[config.mk]
export PLATFORM = sky130hd
export DESIGN_NAME = alu_seq_ctrl
export DESIGN_NICKNAME = d
export VERILOG_FILES = /design/src/rtl/alu_seq_pkg.sv /design/src/rtl/alu_seq_fifo.sv /design/src/rtl/alu_seq_ctrl.sv
export SDC_FILE = /design/constraint.sdc
export NUM_CORES = 1
export LEC_CHECK = 0
export ABC_CLOCK_PERIOD_IN_PS = 9300
export CAP_MARGIN = 20
export CORE_MARGIN = 5
export CORE_UTILIZATION = 25
export DETAILED_ROUTE_END_ITERATION = 6
export SLEW_MARGIN = 25
export SYNTH_ARGS = -nofsm -noshare
export SYNTH_HDL_FRONTEND = slang
export SYNTH_SLANG_ARGS = --single-unit
[constraint.sdc]
create_clock -name clk -period 9.3 [get_ports clk]
set_input_delay 1.395 -clock clk [delete_from_list [all_inputs] [get_ports clk]]
set_output_delay 1.395 -clock clk [all_outputs]
set_load 0.02 [all_outputs]
[src/rtl/alu_seq_pkg.sv]
// ============================================================================
//  Module   : alu_seq_pkg
//  Purpose  : Shared opcodes, FSM state encoding and default queue depth for
//             the ALU command sequencer.
//  Revision : 1.0 - initial release
// ============================================================================
`default_nettype none

package alu_seq_pkg;

    localparam int ALU_SEQ_DEPTH = 4;

    // Opcode bits are {M,S1,S0}: M=0 selects logic ops, M=1 selects arithmetic
    localparam logic [2:0] OP_NOT = 3'b000;
    localparam logic [2:0] OP_AND = 3'b001;
    localparam logic [2:0] OP_XOR = 3'b010;
    localparam logic [2:0] OP_OR  = 3'b011;
    localparam logic [2:0] OP_DEC = 3'b100;
    localparam logic [2:0] OP_ADD = 3'b101;
    localparam logic [2:0] OP_SUB = 3'b110;
    localparam logic [2:0] OP_INC = 3'b111;

    typedef enum logic [1:0] {
        ST_IDLE = 2'd0,
        ST_EXEC = 2'd1,
        ST_RESP = 2'd2,
        ST_TRAP = 2'd3
    } state_t;

endpackage

`default_nettype wire

[src/rtl/alu_seq_fifo.sv]
// ============================================================================
//  Module   : alu_seq_fifo
//  Purpose  : Power-of-two command queue with free-running wrapping pointers.
//  Revision : 1.0 - initial release
// ============================================================================
`default_nettype none

module alu_seq_fifo #(
    parameter int DEPTH = 4,
    parameter int WIDTH = 8
) (
    input  logic             clk,
    input  logic             rst_n,
    input  logic             push,
    input  logic [WIDTH-1:0] push_data,
    input  logic             pop,
    output logic [WIDTH-1:0] head,
    output logic             full,
    output logic             empty
);

    localparam int AW = $clog2(DEPTH);
    localparam logic [AW-1:0] PTR_ONE  = AW'(1);
    localparam logic [AW:0]   CNT_ONE  = (AW+1)'(1);
    localparam logic [AW:0]   CNT_FULL = (AW+1)'(DEPTH);

    logic [WIDTH-1:0] mem [DEPTH];
    logic [AW-1:0]    wr_ptr;
    logic [AW-1:0]    rd_ptr;
    logic [AW:0]      count;
    logic             do_push;
    logic             do_pop;

    assign do_push = push && !full;
    assign do_pop  = pop && !empty;
    assign full    = (count == CNT_FULL);
    assign empty   = (count == '0);
    assign head    = mem[rd_ptr];

    // Storage is not reset; flushing the pointers is enough to discard it
    always_ff @(posedge clk) begin
        if (do_push) begin
            mem[wr_ptr] <= push_data;
        end
    end

    always_ff @(posedge clk or negedge rst_n) begin
        if (!rst_n) begin
            wr_ptr <= '0;
            rd_ptr <= '0;
            count  <= '0;
        end else begin
            if (do_push) begin
                wr_ptr <= wr_ptr + PTR_ONE;
            end
            if (do_pop) begin
                rd_ptr <= rd_ptr + PTR_ONE;
            end
            case ({do_push, do_pop})
                2'b10:   count <= count + CNT_ONE;
                2'b01:   count <= count - CNT_ONE;
                default: count <= count;
            endcase
        end
    end

endmodule

`default_nettype wire

[src/rtl/alu_seq_ctrl.sv]
// ============================================================================
//  Module   : alu_seq_ctrl
//  Purpose  : Queued ALU sequencer: FIFO -> operand regs -> ALU -> response.
//             Optional overflow trap state enabled by ALU_SEQ_OVF_TRAP_EN.
//  Revision : 1.0 - initial release
// ============================================================================
`default_nettype none

module alu_seq_ctrl
    import alu_seq_pkg::*;
#(
    parameter int DEPTH = ALU_SEQ_DEPTH,
    parameter int W     = 32
) (
    input  logic         clk,
    input  logic         rst_n,
    input  logic         cmd_valid,
    output logic         cmd_ready,
    input  logic [2:0]   cmd_op,
    input  logic         cmd_chain,
    input  logic [W-1:0] cmd_a,
    input  logic [W-1:0] cmd_b,
    output logic         rsp_valid,
    input  logic         rsp_ready,
    output logic [W-1:0] rsp_result,
    output logic         rsp_ovf,
    output logic         rsp_zero,
    output logic         busy,
    output logic         ovf_sticky,
    input  logic         clr_sticky
);

    localparam int CMD_W = 4 + 2 * W;
    localparam logic [W-1:0] ONE_W = W'(1);

    state_t       state;
    state_t       state_nxt;
    logic         pop;
    logic         capture;
    logic         full;
    logic         empty;
    logic [CMD_W-1:0] head;
    logic [2:0]   op_reg;
    logic [W-1:0] a_reg;
    logic [W-1:0] b_reg;
    logic [W-1:0] acc;
    logic [W-1:0] alu_res;
    logic         alu_ovf;

    assign cmd_ready = !full;
    assign busy      = (state != ST_IDLE) || !empty;

    alu_seq_fifo #(
        .DEPTH (DEPTH),
        .WIDTH (CMD_W)
    ) u_fifo (
        .clk       (clk),
        .rst_n     (rst_n),
        .push      (cmd_valid && !full),
        .push_data ({cmd_op, cmd_chain, cmd_a, cmd_b}),
        .pop       (pop),
        .head      (head),
        .full      (full),
        .empty     (empty)
    );

    always_comb begin
        alu_res = '0;
        alu_ovf = 1'b0;
        case (op_reg)
            OP_NOT: alu_res = ~a_reg;
            OP_AND: alu_res = a_reg & b_reg;
            OP_XOR: alu_res = a_reg ^ b_reg;
            OP_OR:  alu_res = a_reg | b_reg;
            OP_DEC: alu_res = a_reg - ONE_W;
            OP_ADD: begin
                alu_res = a_reg + b_reg;
                alu_ovf = (a_reg[W-1] == b_reg[W-1]) && (alu_res[W-1] != a_reg[W-1]);
            end
            OP_SUB: begin
                alu_res = a_reg - b_reg;
                alu_ovf = (a_reg[W-1] != b_reg[W-1]) && (alu_res[W-1] != a_reg[W-1]);
            end
            default: alu_res = a_reg + ONE_W;
        endcase
    end

    always_comb begin
        state_nxt = state;
        pop       = 1'b0;
        capture   = 1'b0;
        case (state)
            ST_IDLE: begin
                if (!empty) begin
                    pop       = 1'b1;
                    state_nxt = ST_EXEC;
                end
            end
            ST_EXEC: begin
                capture   = 1'b1;
                state_nxt = ST_RESP;
            end
            ST_RESP: begin
                if (rsp_ready) begin
`ifdef ALU_SEQ_OVF_TRAP_EN
                    if (rsp_ovf) begin
                        state_nxt = ST_TRAP;
                    end else
`endif
                    if (!empty) begin
                        pop       = 1'b1;
                        state_nxt = ST_EXEC;
                    end else begin
                        state_nxt = ST_IDLE;
                    end
                end
            end
`ifdef ALU_SEQ_OVF_TRAP_EN
            ST_TRAP: begin
                if (clr_sticky) begin
                    state_nxt = ST_IDLE;
                end
            end
`endif
            default: state_nxt = ST_IDLE;
        endcase
    end

    always_ff @(posedge clk or negedge rst_n) begin
        if (!rst_n) begin
            state      <= ST_IDLE;
            op_reg     <= '0;
            a_reg      <= '0;
            b_reg      <= '0;
            acc        <= '0;
            rsp_valid  <= 1'b0;
            rsp_result <= '0;
            rsp_ovf    <= 1'b0;
            rsp_zero   <= 1'b0;
            ovf_sticky <= 1'b0;
        end else begin
            state <= state_nxt;
            // Chained A is resolved at pop time; the previous capture is already in acc
            if (pop) begin
                op_reg <= head[CMD_W-1 -: 3];
                a_reg  <= head[2*W] ? acc : head[2*W-1 -: W];
                b_reg  <= head[W-1:0];
            end
            if (capture) begin
                acc        <= alu_res;
                rsp_result <= alu_res;
                rsp_ovf    <= alu_ovf;
                rsp_zero   <= (alu_res == '0);
                rsp_valid  <= 1'b1;
            end else if (rsp_valid && rsp_ready) begin
                rsp_valid  <= 1'b0;
            end
            // A new overflow wins over a simultaneous clear
            if (capture && alu_ovf) begin
                ovf_sticky <= 1'b1;
            end else if (clr_sticky) begin
                ovf_sticky <= 1'b0;
            end
        end
    end

endmodule

`default_nettype wire

==> summary.md, run 1 <==
| Metric | Value |
|---|---|
| Critical Path, Cell by Cell | `buf_4 -> inv_2 -> nor3_2 -> buf_4 -> ha_1 -> a21o_1 -> a221o_2 -> a211oi_4 -> o21ai_1 -> xnor2_1 -> nor2_1 -> a2111o_1 -> or4_1 -> nor4_1 -> nand4_1 -> o21ai_1` |
| Yosys top cell area share | `36.97%` |
| Slew margin rel. | `39.37%` |
| Fin Hold WS | `0.4779 ns` |
| Clock Path Buffers | `3` |
| Slowest cell delay on critical path | `0.45 ns` |
| Post-CTS setup buffers | `0` |
| DIE WIDTH | `307.3 um` |
| Worst hold path type | `reg -> reg` |
| Max-cap violations | `0` |
| Crit start category | `flip-flop` |
| Crit Path Category | `reg -> reg` |
| TNS Setup | `0 ns` |
| Synth unique cells | `89` |
| Fin crit share | `56.38%` |
| Vias in the first global route | `15664` |
| FP Rows | `109` |
| Status | `completed` |
| PostCTS Resize Cnt | `0` |
| Largest Register | `u_fifo.mem` |
| Total instance count after detailed placement | `3132` |
| Setup ws final | `4.057 ns` |
| First-pass GRT wire length | `93800 um` |
| Main area contributors after synthesis | `edfxtp_1 37%, dfrtp_1 13%, mux4_2 8.1%, ha_1 7.9%, a21oi_1 3.9%` |
| PortBufs | `110` |
| Slew at the pin with the worst max-slew slack | `0.9073 ns` |
| I/O Pins | `111` |
| Yosys Warn Count | `0` |
| Detail Route Antenna Nets | `0` |
| RSZ-0062 raised after global routing | `no` |
| DR WL/cell | `18.84 um` |
| CP max-delay cell | `or4_1` |
| Share of cells above drive strength 1 | `10.32%` |
| Critical Path AT | `5.72 ns` |
| Fin nets | `2222` |
| Final Max Tran Viols | `0` |
| WL final | `60270 um` |
| Tmin final | `5.243 ns` |
| Final setup vio count | `0` |
| Pre-antenna DRT Iters | `5` |
| Starting density of the core | `25.08%` |
| Core area | `88100 sq um` |
| Clock transition at the registers of the reported paths | `0.07 ns` |
| Most common cell after layout, fill and taps aside | `edfxtp_1` |
| Total gr overflow | `0` |
| Die Span Y | `307.3 um` |
| Starting DRT DRC Count | `1542` |
| Worst-path maximum fanout | `44` |
| Pre-CTS WS | `4.112 ns` |
| Finished Layout Cells | `3199` |
| Overall routing resource usage | `12.36%` |
| Number of flops mapped to enable cells by yosys | `272` |
| Antenna fix cells | `0` |
| Clk_skew | `0.03046 ns` |
| Placed wire-length estimate | `44070 um` |
| Synthesized area per cell | `11.33 sq um` |
| Vias/cell | `4.905` |
| Largest net degree at the start of global routing | `92` |
| DRC viols | `0` |
| CTS Sinks | `384` |
| Worst path required time | `9.77 ns` |
| Post-Syn Instances | `1950` |
| Largest register FFs | `272` |
| Final hold violations | `0` |
| CTS Root Cell | `clkbuf_16` |
| Layout area overhead | `15.95%` |
| Initial antenna violation count | `0` |
| Hold buffer count at cts | `0` |
| Cell taking the most area after synthesis | `edfxtp_1` |
| Most frequent cells in the layout | `272 x edfxtp_1, 172 x a21oi_1, 154 x nor2_1` |
| Post-Synthesis Cell Area | `22090 sq um` |
| Routability cong. | `0.9298` |
| Most used DFF post-synth | `edfxtp_1` |
| Register bit total from synthesis | `384` |
| H-tree lvl count | `2` |
| Sequential area share after synthesis | `49.65%` |
| Syn_nets | `2166` |
| Crit end category | `flip-flop` |
| CTS tree | `done` |
| Vias after detailed routing | `15691` |
| Die Footprint | `94420 sq um` |
| Clock latency on the worst-skew pair | `0.55 ns` |
| Async set or reset register ratio after synthesis | `29.17%` |
| Inserted Clock Buffers | `37` |
| Fmax | `0.1907 GHz` |
## cell usage after synthesis, types with 18 or more instances
| library cell | n |
|---|---|
| o21ai_0 | 125 |
| a211oi_1 | 29 |
| nand4_1 | 25 |
| buf_1 | 18 |
| nand2_1 | 145 |
| mux2i_1 | 44 |
| edfxtp_1 | 272 |
| a21oi_1 | 172 |
| inv_1 | 119 |
| nor3_1 | 34 |
| dfrtp_1 | 112 |
| nor2_1 | 155 |
| a21o_1 | 20 |
| mux4_2 | 79 |
| o211ai_1 | 26 |
| xnor2_1 | 42 |
| ha_1 | 139 |
| nand3_1 | 23 |
| clkbuf_1 | 77 |
| o31ai_1 | 20 |
## per-stage QoR
stage                     utilization (%)  area [sq um]
after floorplan                         -         22090
after global placement              27.68         24390
after detailed placement            27.68         24390
after CTS                           29.08         25620
after global routing                29.08         25620
final                               29.08         25620
## kinds of logic after synthesis
group	after synthesis	share of synthesized area, %
compound gates	522	15.01
xor+xnor	52	2.061
fa+ha+maj	143	8.234
buf+inv	235	4.157
flops	384	49.65
mux	139	10.86
simple gates	475	10.03
## worst paths after layout
check / from / to / slack [ns] / cells after the start
min in group asynchronous: rst_n / b_reg[3]$_DFFE_PN0P_ / 0.93 / 1
worst min-delay path: rsp_ovf$_DFFE_PN0P_ / rsp_ovf$_DFFE_PN0P_ / 0.48 / 2
worst max-delay path: op_reg[2]$_DFFE_PN0P_ / rsp_zero$_DFFE_PN0P_ / 4.06 / 16
worst min register to register: rsp_ovf$_DFFE_PN0P_ / rsp_ovf$_DFFE_PN0P_ / 0.48 / 2
max in group asynchronous: rst_n / op_reg[1]$_DFFE_PN0P_ / 7.13 / 2
worst max register to register: op_reg[2]$_DFFE_PN0P_ / rsp_zero$_DFFE_PN0P_ / 4.06 / 16
## per-layer routing
metal	GRT usage, %	wire (um)	share of wire, %	vias to the layer above
met5	0	0	0	-
met4	3.563	1593	2.6	0
met3	1.795	3640	6.0	87
met2	20.60	28700	48	516
met1	16.85	26340	44	7668
li1	-	-	-	7420
## area by class of cell
cell class                      instances  area [sq um]
Timing Repair Buffer                  130          1249
Inverter                              122         457.9
Sequential cell                       384         10980
Clock inverter                         22         240.2
Multi-Input combinational cell       1331         10250
Clock buffer                           45         989.7
Fill cell                            9140         62480
Tap cell                             1165          1458
## worst max-delay path, delay by kind of cell (launching register included)
| family | cells | cell delay, ns |
|---|---|---|
| buffers and inverters | 3 | 1.26 |
| XOR/XNOR | 1 | 0.16 |
| flip-flops | 1 | 0.32 |
| AO/OA/AOI/OAI | 6 | 1.68 |
| adder cells (fa/ha/maj) | 1 | 0.37 |
| AND/OR/NAND/NOR | 5 | 1.32 |
Power of run 1 is not shown: default switching activity piles up to over one toggle a cycle in this logic, so the estimate is an artifact.
==> run 2, diff against run 1 <==
Settings changed: ABC_CLOCK_PERIOD_IN_PS 9300 to 5500.
Clock period 9.3 ns to 5.5 ns, I/O delays scaled along.
==> run 2 against run 1 <==
Non-clock buffer count rose by 9. Routed wire length rose by 1.9%. Final area rose by 0.23%. Flip-flop and latch count did not move. Core utilization rose by 0.067 points. Global-route usage rose by 0.21 points.
==> summary.md, run 2 (synthesis results as in run 1) <==
| Metric | Value |
|---|---|
| Detail Route Antenna Nets | `0 (unchanged)` |
| Fill cells | `9104 (-0.39%)` |
| Crit start category | `flip-flop` |
| Largest Register | `u_fifo.mem` |
| Status | `completed` |
| R2R Path Start | `op_reg[0]$_DFFE_PN0P_` |
| First-pass GRT wire length | `95190 um (+1.5%)` |
| TNS Setup | `0 ns (unchanged)` |
| CTS Sinks | `384 (unchanged)` |
| PostCTS Resize Cnt | `0 (unchanged)` |
| Slew at the pin with the worst max-slew slack | `0.9062 ns (-0.001098 ns)` |
| Die Footprint | `94420 sq um (unchanged)` |
| Vias/cell | `4.954 (+1.0%)` |
| Critical Path, Cell by Cell | `nor3_4 -> buf_4 -> ha_1 -> a21o_1 -> a221o_2 -> a211oi_4 -> o21ai_1 -> xnor2_1 -> nor2_1 -> a2111o_1 -> or4_1 -> nor4_1 -> nand4_1 -> o21ai_1` |
| PortBufs | `110 (unchanged)` |
| Slew margin rel. | `39.22% (-0.14 points)` |
| Inserted Clock Buffers | `36 (-2.7%)` |
| CTS Root Cell | `clkbuf_16` |
| Fmax | `0.2222 GHz (+16%)` |
| DRC viols | `0 (unchanged)` |
| Fin crit share | `81.84% (+25 points)` |
| Slowest cell delay on critical path | `0.49 ns (+0.04 ns)` |
| Cell mode on critical path | `o21ai_1` |
| Worst hold path type | `in -> async` |
| Placed wire-length estimate | `44850 um (+1.8%)` |
| Largest net degree at the start of global routing | `136 (+48%)` |
| Pre-antenna DRT Iters | `6 (+1)` |
| CP max-delay cell | `nor4_1` |
| WL final | `61390 um (+1.9%)` |
| Layout area overhead | `16.21%` |
| Vias after detailed routing | `15889 (+1.3%)` |
| Fin nets | `2230 (+0.36%)` |
| Largest register FFs | `272 (unchanged)` |
| Initial antenna violation count | `0 (unchanged)` |
| H-tree lvl count | `2 (unchanged)` |
| Critical Path AT | `4.97 ns (-0.75 ns)` |
| Vias in the first global route | `15800 (+0.87%)` |
| Final Max Tran Viols | `0 (unchanged)` |
| DR WL/cell | `19.14 um (+1.6%)` |
| Antenna fix cells | `0 (unchanged)` |
| FP Rows | `109 (unchanged)` |
| Most common cell after layout, fill and taps aside | `edfxtp_1` |
| Clock transition at the registers of the reported paths | `0.07 ns (about the same)` |
| Final hold violations | `0 (unchanged)` |
| CP Launch Point | `op_reg[0]$_DFFE_PN0P_` |
| DIE WIDTH | `307.3 um (unchanged)` |
| Clock Path Buffers | `3 (unchanged)` |
| Routability cong. | `0.9591 (+3.2%)` |
| Starting density of the core | `25.08% (unchanged)` |
| RSZ-0062 raised after global routing | `no` |
| CTS tree | `done` |
| Crit end category | `flip-flop` |
| Clock latency on the worst-skew pair | `0.55 ns (about the same)` |
| Post-CTS setup buffers | `0 (unchanged)` |
| Final setup vio count | `0 (unchanged)` |
| Die Span Y | `307.3 um (unchanged)` |
| Hold buffer count at cts | `0 (unchanged)` |
| Crit Path Category | `reg -> reg` |
| Overall routing resource usage | `12.57% (+0.21 points)` |
| Max-cap violations | `0 (unchanged)` |
| Starting DRT DRC Count | `1640 (+6.4%)` |
| I/O Pins | `111 (unchanged)` |
| Share of cells above drive strength 1 | `10.58% (+0.25 points)` |
| Worst-path maximum fanout | `32 (-27%)` |
| Core area | `88100 sq um (unchanged)` |
| Worst path required time | `5.97 ns (-3.80 ns)` |
| Crit path max-delay family | `compound AO/OA/AOI/OAI gates` |
| WP buf/inv | `1 (-2)` |
| Total gr overflow | `0 (unchanged)` |
| Clk_skew | `0.02096 ns (-0.009499 ns)` |
| Most frequent cells in the layout | `272 x edfxtp_1, 172 x a21oi_1, 155 x nor2_1` |
| Tmin final | `4.501 ns (-0.7423 ns)` |
## run 2: cell types whose count changed in the layout (fill, tap and decap cells not counted), sizes merged
cell,before,now
inv,126,125
clkinvlp,4,2
buf,21,30
clkinv,10,13
clkbuf,45,43
bufinv,4,5
## run 2: final cells by class
class	count	area (sq um)	share of cell area, %
multi-input combinational	1331	10250	39.92
tap	1165	1458	5.677
clock buffer	43	927.1	3.611
sequential	384	10980	42.75
clock inverter	23	277.8	1.082
inverter	122	457.9	1.783
timing repair buffer	139	1329	5.175
## run 2: path summary, 6_finish.rpt
check,end,slack (ns),depth (start not counted)
setup reg to reg,rsp_zero$_DFFE_PN0P_,1.0,14
min in group clk,rsp_ovf$_DFFE_PN0P_,0.49,2
hold reg to reg,rsp_ovf$_DFFE_PN0P_,0.49,2
setup / recovery,rsp_zero$_DFFE_PN0P_,1.0,14
max in group asynchronous,u_fifo.count[2]$_DFFE_PN0P_,3.84,2
hold / removal,op_reg[2]$_DFFE_PN0P_,0.35,1
## run 2: worst register-to-register path, delay by kind of cell (launching register included)
| kind | cells | cell delay, ns |
|---|---|---|
| AOI/OAI and AO/OA | 6 | 1.69 |
| xor gates and xnor gates | 1 | 0.17 |
| adders and majority gates | 1 | 0.39 |
| buffers and inverters | 1 | 0.39 |
| DFF | 1 | 0.42 |
| and+or+nand+nor | 5 | 1.35 |
## run 2: stage by stage
stage / area, sq um / hold WS, ns / setup WS, ns / std cells / util (%)
6_report: 25680 / 0.3502 / 0.9989 / 3207 / 29.14
5_1_grt: 25680 / 0.3991 / 0.8196 / 3207 / 29.14
4_1_cts: 25680 / 0.3451 / 1.048 / 3207 / 29.14
3_3_place_gp: 24470 / 0.4619 / 1.058 / 3141 / 27.78
3_5_place_dp: 24470 / 0.4791 / 1.091 / 3141 / 27.78
2_1_floorplan: 22100 / 0.4643 / 0.3642 / 1950 / -
## run 2: routing by layer
layer  GRT usage [%]  routed length, um
met5               0                  0
met4           3.910               1904
met3           1.087               3397
met2           20.85              28940
met1           17.57              27150
Power of run 2 is left out for the same reason.
==> run 3, diff against run 2 <==
Settings changed: ABC_CLOCK_PERIOD_IN_PS 5500 to 4600.
Clock period 5.5 ns to 4.6 ns, I/O delays scaled along.
==> run 3 against run 2 <==
Setup slack worse by 0.59 ns. Non-clock buffer count is 27 higher. Die area stayed put. First-iteration DRC count down 5.6%. Via count up 0.74%. Critical path depth is 5 lower. Routed wire length fell by 1.5%. Global-route usage decreased by 0.27 points. Clock-buffer cell count up 1. Core utilization up 0.34 points. Hold slack worse by 0.29 ns. Critical endpoint unchanged. Highest routed layer unchanged.
==> summary.md, run 3 (synthesis results as in run 1) <==
| Metric | Value |
|---|---|
| Final setup vio count | `0 (unchanged)` |
| Slowest cell delay on critical path | `0.79 ns (+0.30 ns)` |
| Fin crit share | `91.10% (+9.3 points)` |
| Clock Path Buffers | `3 (unchanged)` |
| DR WL/cell | `18.69 um (-2.4%)` |
| I/O Pins | `111 (unchanged)` |
| Crit Path Category | `reg -> reg` |
| Most frequent cells in the layout | `272 x edfxtp_1, 172 x a21oi_1, 155 x nor2_1` |
| WP buf/inv | `1 (unchanged)` |
| GR Util met1 | `16.77% (-0.79 points)` |
| FP Rows | `109 (unchanged)` |
| WL final | `60470 um (-1.5%)` |
| Clock transition at the registers of the reported paths | `0.08 ns (about the same)` |
| Share of cells above drive strength 1 | `12.13% (+1.5 points)` |
| GR Util met2 | `20.38% (-0.46 points)` |
| Vias/cell | `4.948 (-0.13%)` |
| Starting density of the core | `25.08% (unchanged)` |
| First-pass GRT wire length | `92790 um (-2.5%)` |
| Status | `completed` |
| PortBufs | `110 (unchanged)` |
| Fin nets | `2258 (+1.3%)` |
| Total gr overflow | `0 (unchanged)` |
| Crit start category | `flip-flop` |
| Starting DRT DRC Count | `1548 (-5.6%)` |
| Slew at the pin with the worst max-slew slack | `0.8802 ns (-0.02598 ns)` |
| Routability cong. | `0.9689 (+1.0%)` |
| Detail Route Antenna Nets | `0 (unchanged)` |
| Core area | `88100 sq um (unchanged)` |
| H-tree lvl count | `2 (unchanged)` |
| Inserted Clock Buffers | `37 (+2.8%)` |
| Pre-CTS WS | `0.3858 ns (-0.7054 ns)` |
| Placed wire-length estimate | `44920 um (+0.17%)` |
| Worst hold path type | `in -> async` |
| CTS Root Cell | `clkbuf_16` |
| Most common cell after layout, fill and taps aside | `edfxtp_1` |
| PostCTS Resize Cnt | `0 (unchanged)` |
| Post-CTS setup buffers | `0 (unchanged)` |
| Crit end category | `flip-flop` |
| Die Footprint | `94420 sq um (unchanged)` |
| Setup ws final | `0.4095 ns (-0.5894 ns)` |
| Crit path max-delay family | `simple AND/OR/NAND/NOR gates` |
| Fmax | `0.2386 GHz (+7.4%)` |
| Die Span Y | `307.3 um (unchanged)` |
| CTS Sinks | `384 (unchanged)` |
| Cell mode on critical path | `or4_1` |
| Clk_skew | `0.02506 ns (+0.004103 ns)` |
| Largest Register | `u_fifo.mem` |
| CP max-delay cell | `nor2b_1` |
| TNS Setup | `0 ns (unchanged)` |
| Pre-antenna DRT Iters | `7 (+1)` |
| Vias after detailed routing | `16007 (+0.74%)` |
| Total instance count after detailed placement | `3168 (+0.86%)` |
| Clock latency on the worst-skew pair | `0.54 ns (about the same)` |
| Hold buffer count at cts | `0 (unchanged)` |
| Largest net degree at the start of global routing | `136 (unchanged)` |
| Vias in the first global route | `15552 (-1.6%)` |
| Finished Layout Cells | `3235 (+0.87%)` |
| Critical Path AT | `4.67 ns (-0.30 ns)` |
| Initial antenna violation count | `1 (+1)` |
| Antenna fix cells | `0 (unchanged)` |
| CTS tree | `done` |
| Area after DPL | `24760 sq um (+1.2%)` |
| DIE WIDTH | `307.3 um (unchanged)` |
| DRC viols | `0 (unchanged)` |
| Final hold violations | `0 (unchanged)` |
| Final Max Tran Viols | `0 (unchanged)` |
| Worst-path maximum fanout | `58 (+81%)` |
| Critical Path, Cell by Cell | `buf_4 -> nor2b_1 -> nor3_2 -> a221o_1 -> or4_1 -> or4_1 -> nor4_1 -> nand4_1 -> o21ai_1` |
| Fill cells | `9071 (-0.36%)` |
| GR peak layer | `met2` |
| RSZ-0062 raised after global routing | `no` |
| Largest register FFs | `272 (unchanged)` |
| Layout area overhead | `17.56%` |
| Max-cap violations | `0 (unchanged)` |
| Met3 track demand over resource | `1.327% (+0.24 points)` |
| Overall routing resource usage | `12.30% (-0.27 points)` |
| Worst path required time | `5.08 ns (-0.89 ns)` |
| Slew margin rel. | `41.32% (+2.1 points)` |
| Post-route cell area | `25970 sq um (+1.2%)` |
| Tmin final | `4.190 ns (-0.3106 ns)` |
## run 3: changes by cell type in the layout (fill, tap and decap cells not counted), moves of 2 or more
cell,before,now
buf_4,29,54
clkbuf_8,0,2
clkbuf_1,7,5
clkinvlp_4,2,4
ha_4,0,4
inv_6,2,5
ha_1,139,135
buf_12,1,3
## run 3: worst paths after layout
kind	from	to	slack (ns)	cells after the start
hold / removal	rst_n	b_reg[1]$_DFFE_PN0P_	0.07	1
setup reg to reg	op_reg[0]$_DFFE_PN0P_	rsp_zero$_DFFE_PN0P_	0.41	9
setup / recovery	op_reg[0]$_DFFE_PN0P_	rsp_zero$_DFFE_PN0P_	0.41	9
min in group clk	rsp_ovf$_DFFE_PN0P_	rsp_ovf$_DFFE_PN0P_	0.50	2
hold reg to reg	rsp_ovf$_DFFE_PN0P_	rsp_ovf$_DFFE_PN0P_	0.50	2
max in group asynchronous	rst_n	rsp_ovf$_DFFE_PN0P_	3.67	2
## run 3: per-layer routing
| metal | vias up | routed length [um] |
|---|---|---|
| li1 | 7473 | - |
| met1 | 7864 | 26360 |
| met2 | 544 | 28580 |
| met3 | 126 | 3225 |
| met4 | 0 | 2303 |
| met5 | - | 0 |
## run 3: per-stage QoR
step	hold slack [ns]	util (%)
2_1_floorplan	0.3944	-
3_3_place_gp	0.4638	28.10
3_5_place_dp	0.5034	28.10
4_1_cts	0.04171	29.48
5_1_grt	0.07563	29.48
6_report	0.06516	29.48
## run 3: cell type report
class                   instances  area [sq um]  share of cell area [%]
clock buffers                  44         972.2                   3.743
clock inverters                23         246.5                  0.9489
inverters                     122         457.9                   1.763
multi-input cells            1331         10310                   39.68
flip-flops and latches        384         10980                   42.26
well taps                    1165          1458                   5.612
repair buffers                166          1556                   5.992
## run 3: worst register-to-register path, delay by kind of cell, from the launching register on
family          cells  cell delay [ns]
compound gates      2             0.53
simple gates        6             2.63
flops               1             0.38
buf+inv             1             0.58
Power of run 3 is left out for the same reason.
